===== config.mk =====
export PLATFORM = sky130hd
export DESIGN_NAME = pyc_mem_arb2_flat
export DESIGN_NICKNAME = d
export VERILOG_FILES = /design/src/rtl/pyc_mem_arb2_if.sv /design/src/rtl/pyc_mem_arb2.sv /design/src/flat_wrapper.sv
export SDC_FILE = /design/constraint.sdc
export NUM_CORES = 1
export LEC_CHECK = 0
export ABC_AREA = 1
export ABC_CLOCK_PERIOD_IN_PS = 2300
export CORE_AREA = 2 2 121 123
export CTS_CLUSTER_DIAMETER = 200
export DETAILED_ROUTE_END_ITERATION = 6
export DIE_AREA = 0 0 123 125
export PLACE_DENSITY_LB_ADDON = 0.25
export SLEW_MARGIN = 20
export SYNTH_ARGS = -nofsm -noshare
export SYNTH_HDL_FRONTEND = slang
export SYNTH_SLANG_ARGS = --single-unit

===== constraint.sdc =====
create_clock -name clk -period 2.3 [get_ports clk]
set_input_delay 0.46 -clock clk [delete_from_list [all_inputs] [get_ports clk]]
set_output_delay 0.46 -clock clk [all_outputs]
set_load 0.02 [all_outputs]

===== src/rtl/pyc_mem_arb2_if.sv =====
// Memory request/response channel shared by the requesters and the downstream port.
// Master drives the request and accepts the response; slave does the opposite.
interface pyc_mem_arb2_if #(
    parameter int ADDR_WIDTH = 32,
    parameter int DATA_WIDTH = 32
);
    localparam int STRB_WIDTH = (DATA_WIDTH + 7) / 8;

    logic                  req_valid;
    logic                  req_ready;
    logic [ADDR_WIDTH-1:0] req_addr;
    logic                  req_write;
    logic [DATA_WIDTH-1:0] req_wdata;
    logic [STRB_WIDTH-1:0] req_wstrb;
    logic                  resp_valid;
    logic                  resp_ready;
    logic [DATA_WIDTH-1:0] resp_rdata;

    modport master (
        output req_valid, req_addr, req_write, req_wdata, req_wstrb, resp_ready,
        input  req_ready, resp_valid, resp_rdata
    );

    modport slave (
        input  req_valid, req_addr, req_write, req_wdata, req_wstrb, resp_ready,
        output req_ready, resp_valid, resp_rdata
    );
endinterface


===== src/rtl/pyc_mem_arb2.sv =====
// Two-requester memory arbiter: alternating grant with hold-while-pending, and an
// in-order ID FIFO that routes each downstream response back to its requester.
module pyc_mem_arb2 #(
    parameter int ADDR_WIDTH      = 32,
    parameter int DATA_WIDTH      = 32,
    parameter int MAX_OUTSTANDING = 4
) (
    input  logic            clk,
    input  logic            rst,
    pyc_mem_arb2_if.slave   m0_if,
    pyc_mem_arb2_if.slave   m1_if,
    pyc_mem_arb2_if.master  s_if
);
    localparam int STRB_WIDTH = (DATA_WIDTH + 7) / 8;
    localparam int PTR_W      = $clog2(MAX_OUTSTANDING);
    localparam int CNT_W      = PTR_W + 1;
    localparam logic [CNT_W-1:0] MAX_CNT = CNT_W'(MAX_OUTSTANDING);

    logic                       last_grant_q, last_grant_d;
    logic                       lock_valid_q, lock_valid_d;
    logic                       lock_id_q, lock_id_d;
    logic [MAX_OUTSTANDING-1:0] id_fifo_q;
    logic [PTR_W-1:0]           wr_ptr_q, wr_ptr_d;
    logic [PTR_W-1:0]           rd_ptr_q, rd_ptr_d;
    logic [CNT_W-1:0]           count_q, count_d;

    logic sel_any;
    logic sel_id;
    logic sel_req_valid;
    logic has_room;
    logic req_fire;
    logic fifo_empty;
    logic head_id;
    logic head_resp_ready;
    logic resp_fire;

    // A locked requester keeps the grant until its pending request handshakes.
    always_comb begin
        sel_any = 1'b1;
        sel_id  = 1'b0;
        if (lock_valid_q) begin
            sel_id = lock_id_q;
        end else if (m0_if.req_valid && m1_if.req_valid) begin
            sel_id = ~last_grant_q;
        end else if (m0_if.req_valid) begin
            sel_id = 1'b0;
        end else if (m1_if.req_valid) begin
            sel_id = 1'b1;
        end else begin
            sel_any = 1'b0;
        end
    end

    assign sel_req_valid = sel_id ? m1_if.req_valid : m0_if.req_valid;
    assign has_room      = (count_q < MAX_CNT);

    assign s_if.req_valid = !rst && sel_any && sel_req_valid && has_room;
    assign s_if.req_addr  = sel_id ? m1_if.req_addr  : m0_if.req_addr;
    assign s_if.req_write = sel_id ? m1_if.req_write : m0_if.req_write;
    assign s_if.req_wdata = sel_id ? m1_if.req_wdata : m0_if.req_wdata;
    assign s_if.req_wstrb = sel_id ? m1_if.req_wstrb : m0_if.req_wstrb;

    assign m0_if.req_ready = !rst && sel_any && !sel_id && has_room && s_if.req_ready;
    assign m1_if.req_ready = !rst && sel_any &&  sel_id && has_room && s_if.req_ready;

    assign req_fire = s_if.req_valid && s_if.req_ready;

    // Responses go to the FIFO head; with nothing outstanding they are stalled.
    assign fifo_empty      = (count_q == '0);
    assign head_id         = id_fifo_q[rd_ptr_q];
    assign head_resp_ready = head_id ? m1_if.resp_ready : m0_if.resp_ready;

    assign s_if.resp_ready  = !rst && !fifo_empty && head_resp_ready;
    assign m0_if.resp_valid = !rst && !fifo_empty && !head_id && s_if.resp_valid;
    assign m1_if.resp_valid = !rst && !fifo_empty &&  head_id && s_if.resp_valid;
    assign m0_if.resp_rdata = s_if.resp_rdata;
    assign m1_if.resp_rdata = s_if.resp_rdata;

    assign resp_fire = s_if.resp_valid && s_if.resp_ready;

    always_comb begin
        last_grant_d = last_grant_q;
        lock_valid_d = lock_valid_q;
        lock_id_d    = lock_id_q;
        wr_ptr_d     = wr_ptr_q;
        rd_ptr_d     = rd_ptr_q;
        count_d      = count_q;

        if (req_fire) begin
            lock_valid_d = 1'b0;
            last_grant_d = sel_id;
            wr_ptr_d     = wr_ptr_q + PTR_W'(1);
        end else if (s_if.req_valid) begin
            lock_valid_d = 1'b1;
            lock_id_d    = sel_id;
        end

        if (resp_fire) begin
            rd_ptr_d = rd_ptr_q + PTR_W'(1);
        end

        case ({req_fire, resp_fire})
            2'b10:   count_d = count_q + CNT_W'(1);
            2'b01:   count_d = count_q - CNT_W'(1);
            default: count_d = count_q;
        endcase
    end

    always_ff @(posedge clk or posedge rst) begin
        if (rst) begin
            last_grant_q <= 1'b1;
            lock_valid_q <= 1'b0;
            lock_id_q    <= 1'b0;
            wr_ptr_q     <= '0;
            rd_ptr_q     <= '0;
            count_q      <= '0;
        end else begin
            last_grant_q <= last_grant_d;
            lock_valid_q <= lock_valid_d;
            lock_id_q    <= lock_id_d;
            wr_ptr_q     <= wr_ptr_d;
            rd_ptr_q     <= rd_ptr_d;
            count_q      <= count_d;
        end
    end

    // ID storage is qualified by count, so it needs no reset.
    always_ff @(posedge clk) begin
        if (req_fire) begin
            id_fifo_q[wr_ptr_q] <= sel_id;
        end
    end
endmodule


===== src/flat_wrapper.sv =====
// flat-port wrapper written by rule: the top's interface ports become plain ports
module pyc_mem_arb2_flat 
#(
    parameter int ADDR_WIDTH      = 32,
    parameter int DATA_WIDTH      = 32,
    parameter int MAX_OUTSTANDING = 4
)
  (clk, rst, m0_if_req_valid, m0_if_req_addr, m0_if_req_write, m0_if_req_wdata, m0_if_req_wstrb, m0_if_resp_ready, m0_if_req_ready, m0_if_resp_valid, m0_if_resp_rdata, m1_if_req_valid, m1_if_req_addr, m1_if_req_write, m1_if_req_wdata, m1_if_req_wstrb, m1_if_resp_ready, m1_if_req_ready, m1_if_resp_valid, m1_if_resp_rdata, s_if_req_valid, s_if_req_addr, s_if_req_write, s_if_req_wdata, s_if_req_wstrb, s_if_resp_ready, s_if_req_ready, s_if_resp_valid, s_if_resp_rdata);
  pyc_mem_arb2_if #(.ADDR_WIDTH(ADDR_WIDTH), .DATA_WIDTH(DATA_WIDTH)) m0_if_i ();
  pyc_mem_arb2_if #(.ADDR_WIDTH(ADDR_WIDTH), .DATA_WIDTH(DATA_WIDTH)) m1_if_i ();
  pyc_mem_arb2_if #(.ADDR_WIDTH(ADDR_WIDTH), .DATA_WIDTH(DATA_WIDTH)) s_if_i ();
  input  logic clk;
  input  logic rst;
  input wire logic [$bits(m0_if_i.req_valid)-1:0] m0_if_req_valid;
  input wire logic [$bits(m0_if_i.req_addr)-1:0] m0_if_req_addr;
  input wire logic [$bits(m0_if_i.req_write)-1:0] m0_if_req_write;
  input wire logic [$bits(m0_if_i.req_wdata)-1:0] m0_if_req_wdata;
  input wire logic [$bits(m0_if_i.req_wstrb)-1:0] m0_if_req_wstrb;
  input wire logic [$bits(m0_if_i.resp_ready)-1:0] m0_if_resp_ready;
  output wire logic [$bits(m0_if_i.req_ready)-1:0] m0_if_req_ready;
  output wire logic [$bits(m0_if_i.resp_valid)-1:0] m0_if_resp_valid;
  output wire logic [$bits(m0_if_i.resp_rdata)-1:0] m0_if_resp_rdata;
  input wire logic [$bits(m1_if_i.req_valid)-1:0] m1_if_req_valid;
  input wire logic [$bits(m1_if_i.req_addr)-1:0] m1_if_req_addr;
  input wire logic [$bits(m1_if_i.req_write)-1:0] m1_if_req_write;
  input wire logic [$bits(m1_if_i.req_wdata)-1:0] m1_if_req_wdata;
  input wire logic [$bits(m1_if_i.req_wstrb)-1:0] m1_if_req_wstrb;
  input wire logic [$bits(m1_if_i.resp_ready)-1:0] m1_if_resp_ready;
  output wire logic [$bits(m1_if_i.req_ready)-1:0] m1_if_req_ready;
  output wire logic [$bits(m1_if_i.resp_valid)-1:0] m1_if_resp_valid;
  output wire logic [$bits(m1_if_i.resp_rdata)-1:0] m1_if_resp_rdata;
  output wire logic [$bits(s_if_i.req_valid)-1:0] s_if_req_valid;
  output wire logic [$bits(s_if_i.req_addr)-1:0] s_if_req_addr;
  output wire logic [$bits(s_if_i.req_write)-1:0] s_if_req_write;
  output wire logic [$bits(s_if_i.req_wdata)-1:0] s_if_req_wdata;
  output wire logic [$bits(s_if_i.req_wstrb)-1:0] s_if_req_wstrb;
  output wire logic [$bits(s_if_i.resp_ready)-1:0] s_if_resp_ready;
  input wire logic [$bits(s_if_i.req_ready)-1:0] s_if_req_ready;
  input wire logic [$bits(s_if_i.resp_valid)-1:0] s_if_resp_valid;
  input wire logic [$bits(s_if_i.resp_rdata)-1:0] s_if_resp_rdata;
  assign m0_if_i.req_valid = m0_if_req_valid;
  assign m0_if_i.req_addr = m0_if_req_addr;
  assign m0_if_i.req_write = m0_if_req_write;
  assign m0_if_i.req_wdata = m0_if_req_wdata;
  assign m0_if_i.req_wstrb = m0_if_req_wstrb;
  assign m0_if_i.resp_ready = m0_if_resp_ready;
  assign m0_if_req_ready = m0_if_i.req_ready;
  assign m0_if_resp_valid = m0_if_i.resp_valid;
  assign m0_if_resp_rdata = m0_if_i.resp_rdata;
  assign m1_if_i.req_valid = m1_if_req_valid;
  assign m1_if_i.req_addr = m1_if_req_addr;
  assign m1_if_i.req_write = m1_if_req_write;
  assign m1_if_i.req_wdata = m1_if_req_wdata;
  assign m1_if_i.req_wstrb = m1_if_req_wstrb;
  assign m1_if_i.resp_ready = m1_if_resp_ready;
  assign m1_if_req_ready = m1_if_i.req_ready;
  assign m1_if_resp_valid = m1_if_i.resp_valid;
  assign m1_if_resp_rdata = m1_if_i.resp_rdata;
  assign s_if_req_valid = s_if_i.req_valid;
  assign s_if_req_addr = s_if_i.req_addr;
  assign s_if_req_write = s_if_i.req_write;
  assign s_if_req_wdata = s_if_i.req_wdata;
  assign s_if_req_wstrb = s_if_i.req_wstrb;
  assign s_if_resp_ready = s_if_i.resp_ready;
  assign s_if_i.req_ready = s_if_req_ready;
  assign s_if_i.resp_valid = s_if_resp_valid;
  assign s_if_i.resp_rdata = s_if_resp_rdata;
  pyc_mem_arb2 #(.ADDR_WIDTH(ADDR_WIDTH), .DATA_WIDTH(DATA_WIDTH), .MAX_OUTSTANDING(MAX_OUTSTANDING)) u_core (.clk(clk), .rst(rst), .m0_if(m0_if_i), .m1_if(m1_if_i), .s_if(s_if_i));
endmodule

== Yosys cells after proc, flatten, opt, wreduce, memory -nomap -nowiden ==
Cells that the tools add are included.
Widths: inputs -> output; s select.

* Word-level logic and storage cells: 67
* Bits in registers: 14
* Memories kept: 0
* Latch bits: 0
* Output and inout bits: 139
* Bits in read-only memories: 0
* Input bits: 178
* Memory bits (writable): 0

* Shift-type cells: 0
* Div/mod/pow operators: 0
* Multipliers: 0
* $add $sub $neg: 4
* Eq/ne operators: 2
* Reductions and logical operators: 27
* Mux-type cells: 21
* Bitwise operators: 2
* $lt $le $gt $ge: 4

{| class="wikitable"
|+ Operators by type and width
! kind !! count
|-
| $mux 32 || 2
|-
| $logic_and 1x1->1 || 19
|-
| $mux 1 || 14
|-
| $lt 2x3->1 const B || 2
|-
| $pmux 3 s2 || 1
|-
| $add 2x1->2 const B || 2
|-
| $bwmux 4 || 1
|-
| $logic_not 1->1 || 4
|-
| $mux 4 || 1
|-
| $reduce_bool 2->1 || 2
|-
| $add 3x1->3 const B || 1
|-
| $logic_not 3->1 || 1
|-
| $lt 3x3->1 const B || 1
|-
| $sub 3x1->3 const B || 1
|-
| $bmux 1 s2 || 1
|-
| $demux 1 s2 || 1
|-
| $eq 2x1->1 const B || 1
|-
| $eq 2x2->1 const B || 1
|-
| $ge 2x1->1 const B || 1
|-
| $not 1->1 || 2
|-
| $reduce_and 2->1 || 1
|}

== Longest topological paths before layout ==
Gate-level depths: netlist of run 1.

* Depth in word-level cells: 10
* Mapped depth: 14
* Depth with buffers taken out: 14

== Worst setup path before layout of run 1 ==
Ideal clock, no wire load.

* Kind: input-to-reg
* Start point: input rst
* End point: register u_core.count_q[2]
* Stages on the path: 11
* Setup slack: 0.093 ns
* Data arrival time: 2.076 ns
* Cells stage by stage: a21oi_1 nand4_1 nand2_1 nand2_1 inv_1 ha_1 inv_1 fa_1 a21oi_1 o21ai_0 xor2_1

{| class="wikitable"
|+ RTL lines
! item !! RTL line !! text
|-
| start, declared || flat_wrapper.sv:13 || <nowiki>input logic rst;</nowiki>
|-
| $logic_not 1->1 (*) || pyc_mem_arb2.sv:73 || <nowiki>assign s_if.resp_ready = !rst && !fifo_empty && head_resp_ready;</nowiki>
|-
| $logic_and 1x1->1 (*) (2 in a row) || pyc_mem_arb2.sv:73 ||
|-
| named net s_if_resp_ready || flat_wrapper.sv:37 || <nowiki>output wire logic [$bits(s_if_i.resp_ready)-1:0] s_if_resp_ready;</nowiki>
|-
| $logic_and 1x1->1 (*) || pyc_mem_arb2.sv:79 || <nowiki>assign resp_fire = s_if.resp_valid && s_if.resp_ready;</nowiki>
|-
| named net u_core.resp_fire || pyc_mem_arb2.sv:35 || <nowiki>logic resp_fire;</nowiki>
|-
| $eq 2x1->1 or $eq 2x2->1 (tied branches) || pyc_mem_arb2.sv:102 || <nowiki>case ({req_fire, resp_fire})</nowiki>
|-
| $pmux 3 s2 or $reduce_bool 2->1 (tied branches) || - ||
|-
| end signal, assigned || pyc_mem_arb2.sv:123 || <nowiki>count_q <= count_d;</nowiki>
|-
| end, declared || pyc_mem_arb2.sv:25 || <nowiki>logic [CNT_W-1:0] count_q, count_d;</nowiki>
|}

Mark *: on every way through the listed nets, which the timed path passes. The rest lies on a longest branch.
A chain may end at the register's enable or synchronous reset.

== Worst setup path in the final report of run 1 ==
* Start point: register u_core.lock_valid_q
* End point: output s_if_req_wdata[11]

* Cells in the longest elaborated chain, start to end: 2

{| class="wikitable"
|+ RTL lines
! item !! RTL line !! text
|-
| start, declared || pyc_mem_arb2.sv:20 || <nowiki>logic lock_valid_q, lock_valid_d;</nowiki>
|-
| start signal, assigned || pyc_mem_arb2.sv:119 || <nowiki>lock_valid_q <= lock_valid_d;</nowiki>
|-
| $mux 1 || pyc_mem_arb2.sv:41 || <nowiki>if (lock_valid_q) begin</nowiki>
|-
| $mux 32 || pyc_mem_arb2.sv:60 || <nowiki>assign s_if.req_wdata = sel_id ? m1_if.req_wdata : m0_if.req_wdata;</nowiki>
|-
| end, declared || flat_wrapper.sv:35 || <nowiki>output wire logic [$bits(s_if_i.req_wdata)-1:0] s_if_req_wdata;</nowiki>
|}

Every way passes these cells.

==> qor.txt, run 1 <==
status: completed
worst slew pin tran: 441 ps
Final WS setup: 100 ps
CP cell instances: inv_2 -> nand3_4 -> inv_2 -> nor2_4 -> buf_4 -> buf_12 -> nand2_1 -> nand2_1 -> clkdlybuf4s15_1
Mean Syn Cell Area: 5.62 um^2
CTS tree: yes
Cell Pwr Density: 1060 nW/um^2
required time of the critical path: 1840 ps
Fin. Hold Viols: 0
layout cells sized above 1: 0.200
Row Count: 44
Die X: 123 um
Root Buffer: clkbuf_16
number of global-route vias before repair: 2886
# setup viols final: 0
I/O Buffers: 220
Buf/Inv on CP: 5
largest net degree at the start of global routing: 27
via/cell ratio: 3.86
Levels on crit path: 9
Hold WC Path Type: input pin to async pin
setup slack, reg-to-reg: 180 ps
synthesis-to-layout area growth: 95.5%
Hold-fix buffers, CTS: 0
routed via count: 2911
die area: 15400 um^2
Post-Synthesis Cells: 392
ranking of synthesized cells by area: nand2_1 (40%), buf_4 (22%), dfrtp_1 (10%)
Initial Util: 0.155
Skew-Pair Late Insertion Delay: 240 ps
clock buffer depth: 2
nets: 756
crit path max-delay cell type: dfrtp_1
crit-path leading delay family: buffers and inverters
Inserted Clock Buffers: 3
Core ar.: 14200 um^2
critical path fanouts, max: 20
post-DP HPWL: 9480 um
worst vdd ir: 0.000377 V
reg2reg path depth: 10
top-area cell type share of the netlist area: 0.397
initial antenna violation count: 0
maximum clock rate: 0.455 GHz
critical register-to-register path startpoint: u_core.lock_valid_q
setup TNS: 0 ps
DP Worst Slack: -616 ps
GR Overflow Total: 0
Yosys reg bits: 14
R2R Path End: u_core.count_q[1]
initial detailed-routing violation count: 137
Startpoint Class: flip-flop
Routed Antenna Nets: 0
register area share after synthesis: 0.169
die height: 125 um
max-cap violations: 0
H-tree levels: 1
Total GRT Usage: 0.137
Ant. Diodes: 0
Clock Sinks: 14
Synth area leader: nand2_1
Detailed Routing Iterations Pass 1: 4
Post-Syn Area: 2200 um^2
Final min period: 2200 ps
yosys warns: 0
Synthesized Nets: 576
Boundary Pins: 317
Critical Path AT: 1740 ps
Critical Path End Type: output pin
Post-Route WL: 11400 um
Final Max Slew Viols: 0
first-pass GRT wire length: 16400 um
Crit Path Category: flip-flop to output pin
Crit path largest cell delay: 400 ps
Slew headroom: 0.705
Tcrit/Tclk final: 0.956
clock skew: 1.43 ps
drt drc: 0
Netlist cell types: 26
Reg clk slew, reported paths: 50 ps
Leakage Power: 2.23 nW
Pwr Total: 0.00458 W
wire per inst: 15.1 um
final RePlAce weighted congestion: 0.928
-- registers in the layout, summed over array words and instances (netlist names) --
| name | flops |
|---|---|
| u_core.count_q | 3 |
| u_core.id_fifo_q | 4 |
| u_core.last_grant_q | 1 |
| u_core.lock_id_q | 1 |
| u_core.lock_valid_q | 1 |
| u_core.rd_ptr_q | 2 |
| u_core.wr_ptr_q | 2 |
-- metal layers --
layer  part of all wire  vias to the layer above  track usage
met5                  0                        -            0
met4             0.0080                        0       0.0174
met2               0.54                      148        0.269
li1                   -                     1470            -
met3              0.071                       12       0.0338
met1               0.38                     1281        0.150
-- synthesized netlist by cell type --
| cell type | count |
|---|---|
| buf_4 | 65 |
| a21oi_1 | 2 |
| a21oi_2 | 1 |
| edfxtp_1 | 4 |
| ha_1 | 5 |
| inv_1 | 20 |
| clkbuf_1 | 7 |
| nor3b_1 | 1 |
| nand2_1 | 233 |
| nand3_4 | 1 |
| o21ai_0 | 2 |
| o21ai_1 | 1 |
| nand3_1 | 8 |
| xor2_1 | 2 |
| nor2_1 | 8 |
| nand3_2 | 3 |
| xnor2_1 | 1 |
| nor2_4 | 1 |
| inv_2 | 1 |
| dfrtp_1 | 9 |
| dfstp_2 | 1 |
| fa_1 | 1 |
| nand2_2 | 3 |
| and3_1 | 2 |
| nand4_1 | 4 |
| buf_2 | 6 |
-- final cells by class --
cell class | instances | area, um^2
tap | 184 | 230
multi-input combinational | 279 | 1250
inverter | 21 | 78.8
sequential | 14 | 372
timing repair buffer | 253 | 2300
fill | 1574 | 9890
clock buffer | 4 | 78.8
-- cell families after synthesis --
logic type | synth area share
AOI/OAI and AO/OA | 0.0153
xor gates and xnor gates | 0.0119
adders and majority gates | 0.0375
buffers and inverters | 0.283
DFF | 0.169
and+or+nand+nor | 0.484
-- power by group --
group	internal, W	leakage, nW	total (W)	switching, W
Combinational	0.00154	2.04	0.00380	0.00226
Clock	0.000235	0.0382	0.000341	0.000106
Sequential	0.000359	0.158	0.000441	0.0000814
-- what timing repair did --
| item | in CTS | in global routing |
|---|---|---|
| setup buffers | 6 | 2 |
| pin swaps | 3 | 1 |
| gates resized for setup | 154 | 85 |
| cloned | 2 | 0 |
| setup endpoints to repair | 76 | 67 |
-- worst reg2reg max path, cell delays in order, from the launching register on --
cell     delay [ps]
dfrtp_1         400
inv_2            90
buf_4           140
buf_4           130
a21oi_4         170
buf_4           160
nand3_2          90
ha_1            180
inv_1           100
fa_2            440
o21ai_0         150
-- stage by stage --
stage / std cells / area, um^2 / hold slack (ps) / util
after global placement: 742 / 4320 / 474 / 0.304
after CTS: 754 / 4430 / 489 / 0.312
after global routing: 755 / 4310 / 464 / 0.303
after floorplan: 392 / 2200 / 299 / -
after detailed placement: 742 / 4320 / 472 / 0.304
final: 755 / 4310 / 415 / 0.303
-- worst max-delay path by stage --
stage	from	endpoint
after detailed placement	m1_if_req_valid	s_if_req_addr[22]
after CTS	u_core.lock_valid_q	s_if_req_wdata[26]
after global routing	u_core.lock_valid_q	s_if_req_wdata[16]
final	u_core.lock_valid_q	s_if_req_wdata[11]
after floorplan	rst	u_core.count_q[2]
after global placement	m1_if_req_valid	s_if_req_addr[22]
-- cells in the final DEF (no fill, tap or decap), types with 8 or more instances in the layout --
cell type	instances
nand2_1	228
nand3_1	8
clkdlybuf4s50_1	142
clkdlybuf4s15_1	10
dlygate4sd2_1	9
buf_4	29
inv_1	19
clkbuf_2	36
dfrtp_1	9
buf_2	13
Note: power is estimated with default switching activity, not from simulation.
==> run 2: changes to the inputs <==
Settings changed: CTS_BUF_LIST set to sky130_fd_sc_hd__clkbuf_16, PLACE_DENSITY set to 0.69, PLACE_DENSITY_LB_ADDON 0.25 to unset.
==> run 2 against run 1 <==
  * Setup slack lost 8.9 ps
  * Clock-buffer cell count shrank 1
  * Critical path depth shrank 2
  * Design area shrank 1.5%
  * Hold slack lost 26 ps
  * Clock power shrank 3%
  * Die area is the same
  * Power shrank 4.5%
  * Global-route usage shrank 2.2 points
  * Largest cell class unchanged
==> qor.txt, run 2 (synthesized netlist as in run 1, its figures left out) <==
die height: 125 um
Biggest register: u_core.id_fifo_q
GR Overflow Total: 0
Skew-Pair Late Insertion Delay: 250 ps
Post-Route WL: 8950 um
initial detailed-routing violation count: 63
Most Used Layer, Global Route: met2
unrepaired setup endpoints after global routing: true
critical register-to-register path startpoint: u_core.lock_valid_q
Row Count: 44
H-tree levels: 1
synthesis-to-layout area growth: 92.5%
required time of the critical path: 1840 ps
met3 Resource Use GR: 0.0401
Root Buffer: clkbuf_16
crit path max-delay cell type: dfstp_2
Top Registers: u_core.id_fifo_q: 4 flops, u_core.count_q: 3 flops
most common cell after layout, fill and taps aside: nand2_1
Top cell by count, worst path: nand2_1
Critical Path End Type: output pin
# setup viols final: 0
Crit Path Category: flip-flop to output pin
reg2reg path depth: 12
Startpoint Class: flip-flop
Slew headroom: 0.743
most frequent cells in the layout: nand2_1 (231), clkdlybuf4s50_1 (142), clkbuf_2 (51), buf_4 (22), inv_1 (21)
Boundary Pins: 317
largest net degree at the start of global routing: 42
Total GRT Usage: 0.115
worst slew pin tran: 385 ps
setup slack, reg-to-reg: 230 ps
Final Max Slew Viols: 0
max FFs per register: 4
CP cell instances: nand3_2 -> buf_4 -> nand3_4 -> buf_12 -> nand2_1 -> nand2_1 -> clkdlybuf4s15_1
Cell Pwr Density: 1030 nW/um^2
dpl cells: 741
Pwr Total: 0.00438 W
Tcrit/Tclk final: 0.960
Die X: 123 um
Reg clk slew, reported paths: 50 ps
Final Non-Filler Cells: 752
max-cap violations: 0
met2 Track Usage GR: 0.206
Core ar.: 14200 um^2
Routed Antenna Nets: 0
drt drc: 0
Critical Path AT: 1750 ps
via/cell ratio: 3.73
clock buffer depth: 2
die area: 15400 um^2
layout cells sized above 1: 0.192
Crit path largest cell delay: 540 ps
initial antenna violation count: 1
maximum clock rate: 0.453 GHz
Leakage Power: 2.22 nW
Clock Sinks: 14
CTS tree: yes
Initial Util: 0.155
met1 Use GR: 0.131
first-pass GRT wire length: 14100 um
final RePlAce weighted congestion: 0.797
Detailed Routing Iterations Pass 1: 4
status: completed
worst vdd ir: 0.000459 V
routed via count: 2807
number of global-route vias before repair: 2791
post-DP HPWL: 7290 um
Ant. Diodes: 0
Final min period: 2210 ps
critical path fanouts, max: 30
Inserted Clock Buffers: 3
I/O Buffers: 220
R2R Path End: u_core.count_q[2]
wire per inst: 11.9 um
Hold WC Path Type: input pin to async pin
nets: 753
Fin. Hold Viols: 0
clock skew: 1.56 ps
[run 2: cell count changes in the layout (fill, tap and decap cells not counted), sizes merged]
cell	delta
clkbuf	+14
inv	+1
bufbuf	+1
buf	-15
dlygate4sd2	-4
[run 2: how the worst max path moves through the flow]
| stage | start | end | slack [ps] | cells after the start |
|---|---|---|---|---|
| final | u_core.last_grant_q | s_if_req_addr[7] | 90 | 7 |
| after global routing | m1_if_req_valid | u_core.count_q[2] | -8 | 12 |
| after CTS | u_core.last_grant_q | s_if_req_wdata[27] | 0.6 | 7 |
| after detailed placement | m1_if_req_valid | s_if_req_wdata[11] | -570 | 9 |
| after global placement | m1_if_req_valid | s_if_req_wdata[11] | -570 | 9 |
| after floorplan | rst | u_core.count_q[2] | 90 | 11 |
[run 2: worst max-delay path, delay by kind of cell (launching register included)]
kind,cells,cell delay (ps)
buffers and inverters,3,640
AND/OR/NAND/NOR,4,300
flip-flops,1,540
[run 2: layout make-up]
cell class              instances  area, um^2
fillers                      1566        9960
well taps                     184         230
flip-flops and latches         14         373
inverters                      21        78.8
clock buffers                   3        75.1
multi-input cells             279        1230
clock inverters                 1        3.75
repair buffers                250        2260
[run 2: timing repair]
| action | 4_1_cts | 5_1_grt |
|---|---|---|
| buffers inserted | 5 | 0 |
| hold endpoints to repair | 0 | 0 |
| hold buffers | 0 | 0 |
| pin swaps | 2 | 3 |
| setup endpoints to repair | 76 | 72 |
| gates cloned | 2 | 0 |
| resized for setup | 123 | 103 |
[run 2: through the flow]
stage                     instance area, um^2  hold slack (ps)  utilization  TNS (ps)  setup slack (ps)
after detailed placement                 4310              471        0.304    -35470              -568
final                                    4240              389        0.299         0              91.4
after floorplan                          2200              299            -         0              93.0
after CTS                                4480              484        0.315         0             0.588
after global placement                   4310              473        0.304    -35070              -567
after global routing                     4240              440        0.299     -8.29             -8.29
[run 2: per-layer routing]
metal	routed length (um)	vias up	share of wire
met2	4480	141	0.50
met1	3520	1181	0.39
met4	82	2	0.0092
met3	848	13	0.095
li1	-	1470	-
met5	13	-	0.0015
[run 2: power by group]
part	total, W	leakage (nW)	internal [W]	switching, W
sequential	0.000436	0.156	0.000361	0.0000744
combinational	0.00361	2.02	0.00149	0.00212
clock	0.000332	0.0423	0.000230	0.000102
total	0.00438	2.22	0.00208	0.00230
